===== src/rtl/sat_cnt.sv =====
// Saturating up-counter with synchronous clear.
// Clear wins over a same-cycle increment.
module sat_cnt #(
  parameter int W = 16
) (
  input  logic         ck,
  input  logic         rst_n,
  input  logic         clr,
  input  logic         inc,
  output logic [W-1:0] cnt
);

  logic [W-1:0] r_cnt;
  logic         w_full;

  assign w_full = &r_cnt;
  assign cnt    = r_cnt;

  always_ff @(posedge ck or negedge rst_n) begin
    if (!rst_n) begin
      r_cnt <= '0;
    end else if (clr) begin
      r_cnt <= '0;
    end else if (inc && !w_full) begin
      r_cnt <= r_cnt + W'(1);
    end
  end

endmodule


===== config.mk =====
export PLATFORM = sky130hd
export DESIGN_NAME = sat_cnt
export DESIGN_NICKNAME = d
export VERILOG_FILES = /design/src/rtl/sat_cnt.sv
export SDC_FILE = /design/constraint.sdc
export NUM_CORES = 1
export LEC_CHECK = 0
export ABC_CLOCK_PERIOD_IN_PS = 1430
export BUFFER_PORTS_ARGS = -buffer_cell sky130_fd_sc_hd__buf_2
export CAP_MARGIN = 15
export CORE_UTILIZATION = 47
export DETAILED_ROUTE_END_ITERATION = 10
export PLACE_DENSITY = 0.85
export SLEW_MARGIN = 20
export SYNTH_ARGS = -nofsm -noshare
export SYNTH_HDL_FRONTEND = slang
export SYNTH_SLANG_ARGS = --single-unit
export TNS_END_PERCENT = 5

===== constraint.sdc =====
create_clock -name ck -period 1.43 [get_ports ck]
set_input_delay 0.0715 -clock ck [delete_from_list [all_inputs] [get_ports ck]]
set_output_delay 0.0715 -clock ck [all_outputs]
set_load 0.01 [all_outputs]

==> metrics.cfg <==
[status]
status = complete, but fails checks
violations = setup timing

[clocking]
root_buffer = clkbuf_4
clk_pin_slew_worst_paths_ns = 0.09
numCtsBuffers = 3
clockBufferDepth = 2
cts_tree = built
h-tree-depth = 1
cts_sinks = 16
clk_latency_ns = 0.29

[synthesis]
synth_ff_type = dfrtp_1
synth_area_leaders = dfrtp_1 44%, a21oi_1 4.4%, nor2_1 3.3%
syn_inst = 95
synth.distinct_cells = 36
synth.net_count = 100
yosysMostFrequentCell = dfrtp_1
synth_seq_cells = 16
ys_top_cells_by_count = 16 x dfrtp_1, 8 x a21oi_1, 8 x nor2_1
synth_edf_count = 0
avgSynthCellArea_um2 = 9.680
syn_area_um2 = 919.6
async_flop_share_pct = 100.0
synth_top_area_share_pct = 43.54
ys_seq_area_share_pct = 43.54
yosys_warnings = 0
synth.largest_area_cell = dfrtp_1

[sta]
min_period_ns = 1.487
finalCritPeriodShare_pct = 104.0
relSlewSlack_pct = 74.76
slew_violations = 0
finalHoldViolCount = 0
fin_worst_skew_ns = 0.0008491
holdWs_ns = 0.1803
layout_setup_ws_ns = -0.05730
worst_pin_slew_ns = 0.3786
rsz0062_at_grt = true
max_freq_mhz = 672.4
setup-violations-final = 7
setup_tns_ns = -0.2288

[floorplanning]
die-height_um = 46.24
dieArea_mm2 = 0.002138
start_util_pct = 51.58
floorplan.core_area_mm2 = 0.001783
die_x_um = 46.24
num_rows = 15
io_pins = 20

[power]
combPwrFrac_pct = 8.7
peakVddDrop_v = 0.0006203
p_int_mw = 0.6472
p_clk_share_pct = 36.2
finalPower_mw = 0.8388
switching_share_pct = 22.84
p_leak_nw = 0.6624
switching_power_mw = 0.1916
powerDensity_mw_per_mm2 = 613.9
pwr-share-seq_pct = 55.1

[grt]
grt_max_degree = 20
grt_pass1_vias = 913
grt_pass1_wl_mm = 3.988
antenna_found_initial = 0
grt_use_total_pct = 26.73
overflow = 0

[placement]
numPortBuffers = 19
place.gp.congestion = 0.9222
hpwlAfterDp_mm = 1.751
dp.cells = 158

[worst_hold_path]
hold_path_depth = 2
hp-class = primary input to register
worstHoldStart = clr
min_to = cnt[8]$_DFFE_PN0P_

[finish]
n_antenna_cell = 0
seqCellArea_um2 = 400.4
final_nets = 149
drive_gt1_share_pct = 50.35
fin_util_pct = 76.63
largest_reg_flops = 16
multi_input_area_um2 = 586.8
filler_cell_count = 121
area_growth_pct = 48.57
final_cells = 168

[run]
drv_cap = 0

[routing]
drc = 0
vias_per_cell = 5.762
drtPass1Iterations = 4
num_vias = 968
ant_nets = 0
drt-total-wl_mm = 2.611
wl_per_cell_um = 15.54
drt-initial-drc-count = 31

[setup_path]
rrSetupSlack_ns = -0.06
critPathArrivalTime_ns = 1.67
startpoint_type = register
endpoint_kind = register
reg2reg_depth = 5
worstPathMaxFanout = 3
timing.rr.end = cnt[6]$_DFFE_PN0P_
crit_type = register to register
worst_ep_required_time_ns = 1.62
r2r_start = cnt[0]$_DFFE_PN0P_

## cell type report
type	count	area share (%)
Multi-Input combinational cell	75	42.95
Sequential cell	16	29.30
Timing Repair Buffer	46	22.25
Clock buffer	4	2.656
Tap cell	25	2.289
Inverter	2	0.5495
## how the worst max path moves through the flow
stage / from / end
2_1_floorplan: cnt[12]$_DFFE_PN0P_ / cnt[0]$_DFFE_PN0P_
3_3_place_gp: cnt[0]$_DFFE_PN0P_ / cnt[6]$_DFFE_PN0P_
3_5_place_dp: cnt[10]$_DFFE_PN0P_ / cnt[6]$_DFFE_PN0P_
4_1_cts: cnt[2]$_DFFE_PN0P_ / cnt[15]$_DFFE_PN0P_
5_1_grt: cnt[7]$_DFFE_PN0P_ / cnt[6]$_DFFE_PN0P_
6_report: cnt[0]$_DFFE_PN0P_ / cnt[6]$_DFFE_PN0P_
## kinds of logic (layout without fill, tap and decap cells)
family	count (synthesis)	after routing	share of synthesized area, %
xor+xnor	1	1	0.9526
compound gates	22	22	15.51
buf+inv	4	52	1.633
mux	4	4	5.034
flops	16	16	43.54
simple gates	47	47	31.97
fa+ha+maj	1	1	1.360
## worst max-delay path, cell delays in order (launching register included)
cell and delay, ns:
dfrtp_1 0.39, ha_2 0.21, and2_4 0.17, nand2_2 0.07, nor3b_2 0.19, mux2_2 0.34
## timing repair
action	4_1_cts	5_1_grt
endpoints found under the hold margin	16	0
gates resized for setup	7	9
pin swaps	11	10
endpoints found under the setup margin	14	15
setup buffers	5	0
hold buffers	1	0
## layer usage
| metal | GRT usage [%] | up-vias | part of all wire (%) |
|---|---|---|---|
| met5 | 0 | - | 0 |
| met4 | 15.29 | 0 | 2.3 |
| met3 | 4.314 | 6 | 4.8 |
| met2 | 44.51 | 47 | 53 |
| met1 | 32.28 | 465 | 40 |
| li1 | - | 450 | - |
## per-stage QoR
step	cell area [um2]	setup slack [ns]
3_3_place_gp	1201	-0.02261
5_1_grt	1366	-0.1628
2_1_floorplan	924.6	-0.07726
6_report	1366	-0.05730
4_1_cts	1326	-0.03275
3_5_place_dp	1201	-0.08400
## power by group through the flow
stage	clock, mW	sequential [mW]	combinational, mW
CTS	0.300	0.462	0.0725
global route	0.326	0.463	0.0801
floorplan	0	0.475	0.0268
finish	0.303	0.462	0.0730
detailed placement	0	0.471	0.0653
global placement	0	0.471	0.0640
## cell usage in the layout, fill, tap and decap left out, types with 2 or more instances in the layout
master and n:
clkbuf_4 3, or3_4 2, nand2b_1 3, or4_1 2, nor3_1 2, a31oi_1 3, dfrtp_1 16, or3_1 2
nand3_1 3, nand2_1 6, o21ai_0 4, a21oi_1 5, nor2b_1 2, buf_4 25, mux2i_1 2, a21oi_2 3
buf_2 19, nor2_1 8, and2_1 2, o31ai_1 3
(Power assumes the default switching activity.)
